--- config.mk ---
export PLATFORM = sky130hd
export DESIGN_NAME = iccm_boot_sequencer
export DESIGN_NICKNAME = d
export VERILOG_FILES = /design/src/rtl/iccm_boot_pkg.sv /design/src/rtl/iccm_wr_fifo.sv /design/src/rtl/iccm_boot_sequencer.sv
export SDC_FILE = /design/constraint.sdc
export NUM_CORES = 1
export LEC_CHECK = 0
export BUFFER_PORTS_ARGS = -buffer_cell sky130_fd_sc_hd__buf_2
export CAP_MARGIN = 20
export CORE_MARGIN = 2
export CORE_UTILIZATION = 35
export DETAILED_ROUTE_END_ITERATION = 10
export GPL_TIMING_DRIVEN = 0
export PLACE_DENSITY = 0.51
export SLEW_MARGIN = 20
export SYNTH_ARGS = -nofsm -noshare
export SYNTH_HDL_FRONTEND = slang
export SYNTH_SLANG_ARGS = --single-unit
--- constraint.sdc ---
create_clock -name clk_i -period 8.1 [get_ports clk_i]
set_clock_uncertainty 0.2 [all_clocks]
set_input_delay 1.62 -clock clk_i [delete_from_list [all_inputs] [get_ports clk_i]]
set_output_delay 1.62 -clock clk_i [all_outputs]
set_load 0.05 [all_outputs]
--- src/rtl/iccm_boot_pkg.sv ---
// Purpose : shared types for the ICCM boot sequencer (FSM states, ICCM write beat).
// Latency : n/a (types and constants only).
// Backpressure : n/a.
package iccm_boot_pkg;

  localparam int ICCM_DATA_W = 32;
  // Widest ICCM word address the write beat can carry.
  localparam int ICCM_ADDR_W = 13;

  typedef enum logic [2:0] {
    HOLD,
    LOAD,
    DRAIN,
    RELEASE,
    RUN
  } boot_state_e;

  typedef struct packed {
    logic [ICCM_ADDR_W-1:0] addr;
    logic [ICCM_DATA_W-1:0] data;
  } iccm_wr_t;

endpackage

--- src/rtl/iccm_wr_fifo.sv ---
// Purpose : synchronous FIFO of ICCM write beats with combinational head output.
// Latency : push -> head visible 1 cycle later; no empty bypass.
// Backpressure : push while full is dropped unless a pop happens in the same cycle.
// Ports : clk_i/csb_rst clock and async active-low reset; push/din write side;
//         pop/head read side; full/empty status.
module iccm_wr_fifo
  import iccm_boot_pkg::*;
#(
  parameter int DEPTH = 4
) (
  input  logic     clk_i,
  input  logic     csb_rst,
  input  logic     push,
  input  iccm_wr_t din,
  input  logic     pop,
  output iccm_wr_t head,
  output logic     full,
  output logic     empty
);

  localparam int PW = $clog2(DEPTH);

  // One extra pointer bit tells full from empty when the indices match.
  logic [PW:0] wr_ptr, rd_ptr;
  iccm_wr_t    mem [DEPTH];
  logic        do_push, do_pop;

  assign empty   = (wr_ptr == rd_ptr);
  assign full    = (wr_ptr[PW] != rd_ptr[PW]) && (wr_ptr[PW-1:0] == rd_ptr[PW-1:0]);
  assign do_pop  = pop & ~empty;
  // When full, a same-cycle pop frees the slot being written.
  assign do_push = push & (~full | do_pop);
  assign head    = mem[rd_ptr[PW-1:0]];

  always_ff @(posedge clk_i or negedge csb_rst) begin
    if (!csb_rst) begin
      wr_ptr <= '0;
      rd_ptr <= '0;
    end else begin
      if (do_push) wr_ptr <= wr_ptr + (PW+1)'(1);
      if (do_pop)  rd_ptr <= rd_ptr + (PW+1)'(1);
    end
  end

  always_ff @(posedge clk_i) begin
    if (do_push) mem[wr_ptr[PW-1:0]] <= din;
  end

endmodule

--- src/rtl/iccm_boot_sequencer.sv ---
// Purpose : loads loader words into ICCM while holding the core in reset, then hands
//           the ICCM write port to the bus requester.
// Latency : ldr_wvalid_i -> iccm_req_o 1 cycle; RUN-state bus path is combinational.
// Backpressure : iccm_gnt_i stalls the FIFO head; loader pushes into a full FIFO are
//           dropped and flagged in ovf_err_o.
// Ports : ldr_* loader write side; bus_* bus requester; iccm_* ICCM macro port;
//         core_rst_no/boot_done_o/timeout_o/ovf_err_o/word_cnt_o boot status.
module iccm_boot_sequencer
  import iccm_boot_pkg::*;
#(
  parameter int ADDR_WIDTH = 13,
  parameter int FIFO_DEPTH = 4,
  parameter int TIMEOUT_W  = 16
) (
  input  logic                    clk_i,
  input  logic                    csb_rst,
  input  logic [ADDR_WIDTH-1:0]   ldr_waddr_i,
  input  logic [ICCM_DATA_W-1:0]  ldr_wdata_i,
  input  logic                    ldr_wvalid_i,
  input  logic                    ldr_done_i,
  input  logic                    bus_req_i,
  input  logic [ADDR_WIDTH-1:0]   bus_addr_i,
  input  logic [ICCM_DATA_W-1:0]  bus_wdata_i,
  output logic                    bus_gnt_o,
  output logic                    iccm_req_o,
  output logic [ADDR_WIDTH-1:0]   iccm_addr_o,
  output logic [ICCM_DATA_W-1:0]  iccm_wdata_o,
  input  logic                    iccm_gnt_i,
  output logic                    core_rst_no,
  output logic                    boot_done_o,
  output logic                    timeout_o,
  output logic                    ovf_err_o,
  output logic [ADDR_WIDTH:0]     word_cnt_o
);

  boot_state_e           state_q, state_d;
  logic                  done_q;
  logic [TIMEOUT_W-1:0]  idle_q;
  logic [ADDR_WIDTH:0]   word_cnt_q;
  logic                  timeout_q, ovf_q, core_rst_q, boot_done_q;

  logic                  fifo_push, fifo_pop, fifo_full, fifo_empty;
  iccm_wr_t              fifo_din, fifo_head;

  logic                  done_rise, idle_max, to_hit;

  assign done_rise = ldr_done_i & ~done_q;
  assign idle_max  = (idle_q == '1);
  // An idle timeout only ends a load that has written something.
  assign to_hit    = idle_max && (word_cnt_q != '0);

  assign fifo_din.addr = ICCM_ADDR_W'(ldr_waddr_i);
  assign fifo_din.data = ldr_wdata_i;

  iccm_wr_fifo #(.DEPTH(FIFO_DEPTH)) u_fifo (
    .clk_i   (clk_i),
    .csb_rst (csb_rst),
    .push    (fifo_push),
    .din     (fifo_din),
    .pop     (fifo_pop),
    .head    (fifo_head),
    .full    (fifo_full),
    .empty   (fifo_empty)
  );

  // State register.
  always_ff @(posedge clk_i or negedge csb_rst) begin
    if (!csb_rst) state_q <= HOLD;
    else          state_q <= state_d;
  end

  // Next state. The done edge is tested first so it wins over a same-cycle timeout.
  always_comb begin
    state_d = state_q;
    unique case (state_q)
      HOLD:    state_d = LOAD;
      LOAD:    if (done_rise || to_hit) state_d = DRAIN;
      DRAIN:   if (fifo_empty) state_d = RELEASE;
      RELEASE: state_d = RUN;
      RUN:     state_d = RUN;
      default: state_d = HOLD;
    endcase
  end

  // Port ownership: FIFO head during LOAD/DRAIN, bus requester in RUN.
  always_comb begin
    iccm_req_o   = 1'b0;
    iccm_addr_o  = '0;
    iccm_wdata_o = '0;
    bus_gnt_o    = 1'b0;
    fifo_push    = 1'b0;
    fifo_pop     = 1'b0;
    unique case (state_q)
      LOAD, DRAIN: begin
        fifo_push = (state_q == LOAD) && ldr_wvalid_i;
        if (!fifo_empty) begin
          iccm_req_o   = 1'b1;
          iccm_addr_o  = ADDR_WIDTH'(fifo_head.addr);
          iccm_wdata_o = fifo_head.data;
          fifo_pop     = iccm_gnt_i;
        end
      end
      RUN: begin
        iccm_req_o   = bus_req_i;
        iccm_addr_o  = bus_addr_i;
        iccm_wdata_o = bus_wdata_i;
        bus_gnt_o    = iccm_gnt_i;
      end
      default: ;
    endcase
  end

  // Status and counters.
  always_ff @(posedge clk_i or negedge csb_rst) begin
    if (!csb_rst) begin
      done_q      <= 1'b0;
      idle_q      <= '0;
      word_cnt_q  <= '0;
      timeout_q   <= 1'b0;
      ovf_q       <= 1'b0;
      core_rst_q  <= 1'b0;
      boot_done_q <= 1'b0;
    end else begin
      done_q <= ldr_done_i;

      if (state_q != LOAD || ldr_wvalid_i) idle_q <= '0;
      else if (!idle_max)                  idle_q <= idle_q + TIMEOUT_W'(1);

      if (fifo_pop && word_cnt_q != '1) word_cnt_q <= word_cnt_q + (ADDR_WIDTH+1)'(1);

      if (state_q == LOAD && !done_rise && to_hit) timeout_q <= 1'b1;

      if (state_q == LOAD && ldr_wvalid_i && fifo_full && !fifo_pop) ovf_q <= 1'b1;

      if (state_q == RELEASE) begin
        core_rst_q  <= 1'b1;
        boot_done_q <= 1'b1;
      end
    end
  end

  assign core_rst_no = core_rst_q;
  assign boot_done_o = boot_done_q;
  assign timeout_o   = timeout_q;
  assign ovf_err_o   = ovf_q;
  assign word_cnt_o  = word_cnt_q;

endmodule

Yosys cells after proc, flatten, opt, wreduce, memory -nomap -nowiden
Memories as Yosys holds them, arrays and structs flattened.
Cells that the tools add are included.
{"block": "totals", "rom_bits": 0, "mem_bits_rw": 180, "out_inout_bits": 65, "ff_bits": 43, "latch_bits": 0, "memories": 1, "elab_cells": 68}
{"name": "u_fifo.mem", "depth": 4, "width": 45, "read_ports": 1, "rd_clocked_by_memory_dff": 0, "wr": 1, "line_no": "iccm_wr_fifo.sv:25", "rtl": "iccm_wr_t mem [DEPTH];"}
{"block": "classes", "shift": 0, "order_cmp": 0, "multipliers": 0, "add_sub_neg": 4, "mux": 17, "reduce_logical": 17, "n_div": 0, "n_eq_ne": 13, "bitwise_logic": 7}
{"operator": "$pmux W32 S2", "count": 1}
{"operator": "$mux W16", "count": 2}
{"operator": "$mux W32", "count": 1}
{"operator": "$pmux W13 S2", "count": 1}
{"operator": "$add A16 B1 Y16 const B", "count": 1}
{"operator": "$eq A16 B16 Y1 const B", "count": 1}
{"operator": "$add A14 B1 Y14 const B", "count": 1}
{"operator": "$ne A14 B14 Y1 const B", "count": 1}
{"operator": "$reduce_bool A14 Y1", "count": 1}
{"operator": "$mux W13", "count": 1}
{"operator": "$pmux W3 S4", "count": 1}
{"operator": "$logic_and A1 B1 Y1", "count": 8}
{"operator": "$mux W1", "count": 7}
{"operator": "$add A3 B1 Y3 const B", "count": 2}
{"operator": "$eq A3 B2 Y1 const B", "count": 2}
{"operator": "$mux W3", "count": 2}
{"operator": "$ne A2 B2 Y1 const B", "count": 2}
{"operator": "$reduce_or A2 Y1", "count": 2}
{"operator": "$and A1 B1 Y1", "count": 3}
{"operator": "$eq A3 B1 Y1 const B", "count": 1}
{"operator": "$eq A3 B3 Y1", "count": 1}
{"operator": "$eq A3 B3 Y1 const B", "count": 1}
{"operator": "$logic_not A3 Y1", "count": 1}
{"operator": "$ne A3 B1 Y1 const B", "count": 1}
{"operator": "9 further kinds", "count": 13}

Logic depth before layout (Yosys ltp)
{"block": "logic_depth", "ltp_word": 8, "mapped_depth": 6}

Cells and area by module
From an unflattened synthesis, not the netlist that was laid out.
{"block": "hier_totals", "hier_cells": 535, "area_unflattened_um2": 9405.3}
{"mod": "iccm_wr_fifo", "seq_area_each_um2": 5555.3, "area_each_um2": 6941.7, "cells_per_inst": 282, "n_inst": 1}
{"mod": "iccm_boot_sequencer", "seq_area_each_um2": 925.9, "area_each_um2": 2463.6, "cells_per_inst": 253, "n_inst": 1}

Worst setup path after synthesis
OpenSTA, ideal clock, no wires.
{"block": "synth_timing", "kind": "input -> output", "startpoint": "input bus_addr_i[0]", "endpoint": "output iccm_addr_o[0]", "arrival_time_ps": 2039, "path_slack_ps": 4241, "cell_stages": 1, "n_path_buf": 0, "required_ps": 6280, "path_cell_list": "a22o_1"}
{"block": "synth_between", "elab_chain_cells": 1}
{"item": "from (decl)", "line_no": "iccm_boot_sequencer.sv:22", "rtl": "input logic [ADDR_WIDTH-1:0] bus_addr_i,"}
{"item": "$pmux W13 S2", "line_no": "iccm_boot_sequencer.sv:93", "rtl": "unique case (state_q)"}
{"item": "to (decl)", "line_no": "iccm_boot_sequencer.sv:26", "rtl": "output logic [ADDR_WIDTH-1:0] iccm_addr_o,"}
Every way passes these cells.

Final worst setup path
{"block": "layout_timing", "startpoint": "register state_q[0]", "endpoint": "output iccm_wdata_o[19]"}
{"block": "layout_between", "elab_chain_cells": 3, "word_cells_on_any_way": 5, "classes_between": "3 x eq/ne; 1 x mux; 1 x reduce/logical"}
{"item": "from (decl)", "line_no": "iccm_boot_sequencer.sv:36", "rtl": "boot_state_e state_q, state_d;"}
{"item": "from (signal assigned)", "line_no": "iccm_boot_sequencer.sv:69", "rtl": "else state_q <= state_d;"}
{"item": "$eq A3 B1 Y1 or $eq A3 B2 Y1 (tied branches)", "line_no": "iccm_boot_sequencer.sv:93"}
{"item": "$reduce_or A2 Y1", "line_no": "iccm_boot_sequencer.sv:93"}
{"item": "$pmux W32 S2 (*)", "line_no": "iccm_boot_sequencer.sv:93"}
{"item": "to (decl)", "line_no": "iccm_boot_sequencer.sv:27", "rtl": "output logic [ICCM_DATA_W-1:0] iccm_wdata_o,"}
Every way passes the cells marked *; elsewhere a longest branch is shown, timed or not.

==> results by group <==
Clock network
  – CTS clk-pin slew, worst paths: 0.06 ns
  – Hold Buf Count CTS: 0
  – Postcts setup bufs: 0
  – Clk sinks: ~220
  – Clock Latency Late Sink: roughly 0.5 ns
  – CTS Buffer Depth: 3
  – CTS Root Cell: clkbuf_16
  – CTS tree: done
  – Clock buffer count from CTS: 25
  – CTS resizes: 0
  – Htree depth: 1

Logic synthesis
  – Commonest register cell after synthesis: edfxtp_1
  – Avg Cell Area, Syn: 17.9 sq um
  – Gate Count Post-Synth: 514
  – Synthesized net count: 618
  – Synth cell types: 50
  – Ys Warns: 0
  – Mapped Area: roughly 0.0092 sq mm
  – Post-synthesis sequential area ratio: 0.704
  – Async SR Flop Fraction: 0.193
  – EDFF count, synth: 180
  – Yosys reg bits: 223

Floorplan
  – Cell row count: 59
  – Total die area: 0.0276 sq mm
  – Total core area: 0.0259 sq mm
  – Die Height: roughly 170 um
  – Initial Util: 0.355
  – IO Count: approximately 160
  – Chip Width: around 170 um

Placed design
  – Placement Setup Slack: 3.33 ns
  – DP Wirelength: 13200 um
  – Placed Area: roughly 0.011 sq mm
  – Placed Cells: 1013
  – Gpl congestion: 0.794
  – Port Buf Inserts: 160

Global routing
  – GRT Overall Usage: 0.145
  – Global-route wire length before repair: about 32000 um
  – Initial antenna violation count: 5
  – GRT overflow: 0
  – Pin count of the biggest net entering global routing: 44
  – Via count of the first global-routing pass: 5638

Hold path
  – Hold Path Class: reg2reg

Run
  – Max-cap violations: 0

Drt
  – Final WL: 20200 um
  – DRC: 0
  – DR vias: 5336
  – TritonRoute pass-1 iters: 4
  – Routed vias/inst: between 5 and 6
  – WL/cell: 19.0 um
  – Initial DRC Count: between 300 and 400
  – DRT antenna net count: 0

Worst setup path
  – Crit. End Element: primary output
  – Buf/Inv on CP: 3
  – Worst setup SP type: flop
  – CP Class: reg2out
  – CP dominant cell by count: clkbuf_1
  – Worst EP arrival: 3.33 ns
  – Critical path cell sequence: nor3b_1 -> clkbuf_1 -> clkbuf_1 -> a22o_1 -> buf_2
  – WP data required: 6.28 ns
  – Critical-path top delay cell: nor3b_1
  – Slowest stage delay, CP: approximately 0.74 ns
  – Worst path top cell family by delay: buffers and inverters
  – Worst-path maximum fanout: 10

Final layout
  – Final Instance Area: 0.0113 sq mm
  – Core Util, Final: 0.438
  – Synth-to-layout area growth: 23.2%
  – Nets: 809
  – Register area: roughly 0.0065 sq mm
  – Area of the multi-input gates: between 0.002 and 0.003 sq mm
  – Share of cells above drive strength 1: 0.385
  – Layout Cells excl Fill: 1063
  – Fillers: 2335

STA
  – Period utilization: 0.636
  – Slew margin rel.: 0.353
  – Unrepaired setup endpoints after global routing: no
  – Min cycle time layout: 5.15 ns
  – Highest clock rate: 194 MHz
  – PnR worst setup slack: 2.95 ns
  – Final setup vio count: 0
  – Sum of negative setup slack: 0 ns
  – Final hold vios: 0
  – Slew @ Worst Pin: 0.971 ns
  – Max Slew Vio Count: 0

Power
  – Int Power: 2640 uW
  – Power Density: 401 mW/mm^2
  – Sw power: 1910 uW
  – Leak: about 0.0042 uW
  – Comb power frac: 0.444
  – Clock network power share: 0.237
  – VDD IR max: 232 uV
  – Switching Share: 0.419
  – Sequential share of power: 0.319

Status
  – Status: complete, no violations
## registers in the layout, summed over array words and instances (netlist names)
signal	count
boot_done_o	1
done_q	1
idle_q	16
ovf_err_o	1
state_q	3
timeout_o	1
u_fifo.mem	180
u_fifo.rd_ptr	3
u_fifo.wr_ptr	3
word_cnt_o	14
## stage by stage
stage	power, uW	hold slack (ns)
2_1_floorplan	3010	0.295
4_1_cts	4620	0.304
3_5_place_dp	3520	0.287
6_report	4550	0.295
3_3_place_gp	3490	0.257
5_1_grt	4770	0.328
## worst paths after layout
path | from | to | slack [ns] | depth (start not counted)
worst max-delay path | state_q[0]$_DFFE_PN0P_ | iccm_wdata_o[19] | 2.95 | 5
min in group asynchronous | csb_rst | word_cnt_o[5]$_DFFE_PN0P_ | 1.07 | 1
worst max register to register | state_q[2]$_DFFE_PN0P_ | u_fifo.mem[3][41]$_DFFE_PP_ | 5.54 | 5
worst min-delay path | timeout_o$_DFFE_PN0P_ | timeout_o$_DFFE_PN0P_ | 0.30 | 1
max in group asynchronous | csb_rst | idle_q[4]$_DFFE_PN0P_ | 6.02 | 1
worst min register to register | timeout_o$_DFFE_PN0P_ | timeout_o$_DFFE_PN0P_ | 0.30 | 1
## cells in the mapped netlist, drive strengths merged (7+ instances only)
master	count	area, sq um
nor3	10	61.3
xnor2	14	123
nor4	8	101
xor2	11	104
dfrtp	43	1080
edfxtp	180	5410
nand4	11	68.8
nand2	21	78.8
ha	8	100
clkbuf	11	41.3
nor2	29	126
nand3	11	60.1
buf	11	57.6
inv	7	26.3
mux4	45	1010
a22o	45	394
## cells by family (layout without fill, tap and decap cells)
family	Yosys count	in the layout	share of synthesized area
buffers and inverters	29	239	0.0136
xor gates and xnor gates	25	25	0.0246
adders and majority gates	8	8	0.0109
and+or+nand+nor	116	116	0.0736
other	0	4	0
DFF	223	223	0.704
AOI/OAI and AO/OA	64	64	0.0586
muxes	49	49	0.115
## metal layers
layer | global-route usage | part of all wire
met1 | 0.188 | 0.42
met2 | 0.249 | 0.50
met4 | 0.0341 | 0.018
met5 | 0 | 0.0012
met3 | 0.0350 | 0.061
## cell usage in the layout, fill, tap and decap left out, types with 11 or more instances in the layout
cell,n
edfxtp_1,180
buf_2,170
mux4_2,45
a22o_1,45
dfrtp_1,43
nor2_1,26
clkbuf_16,25
nand2_1,21
clkbuf_1,14
xnor2_1,14
nand4_1,11
## power groups by stage
stage                     clock network, uW  logic (uW)  registers, uW
after detailed placement                  0        2050           1480
after global routing                   1160        2150           1470
final                                  1080        2020           1450
after global placement                    0        2010           1470
after CTS                              1110        2060           1450
after floorplan                           0        1490           1520
## cell type report
type,count,share of cell area
sequential,223,0.571
antenna,4,0.000882
clock inverter,17,0.0129
inverter,7,0.00232
multi-input combinational,262,0.230
clock buffer,29,0.0573
tap,335,0.0369
timing repair buffer,164,0.0796
buffer,22,0.00871
Note: power is estimated with default switching activity, not from simulation.
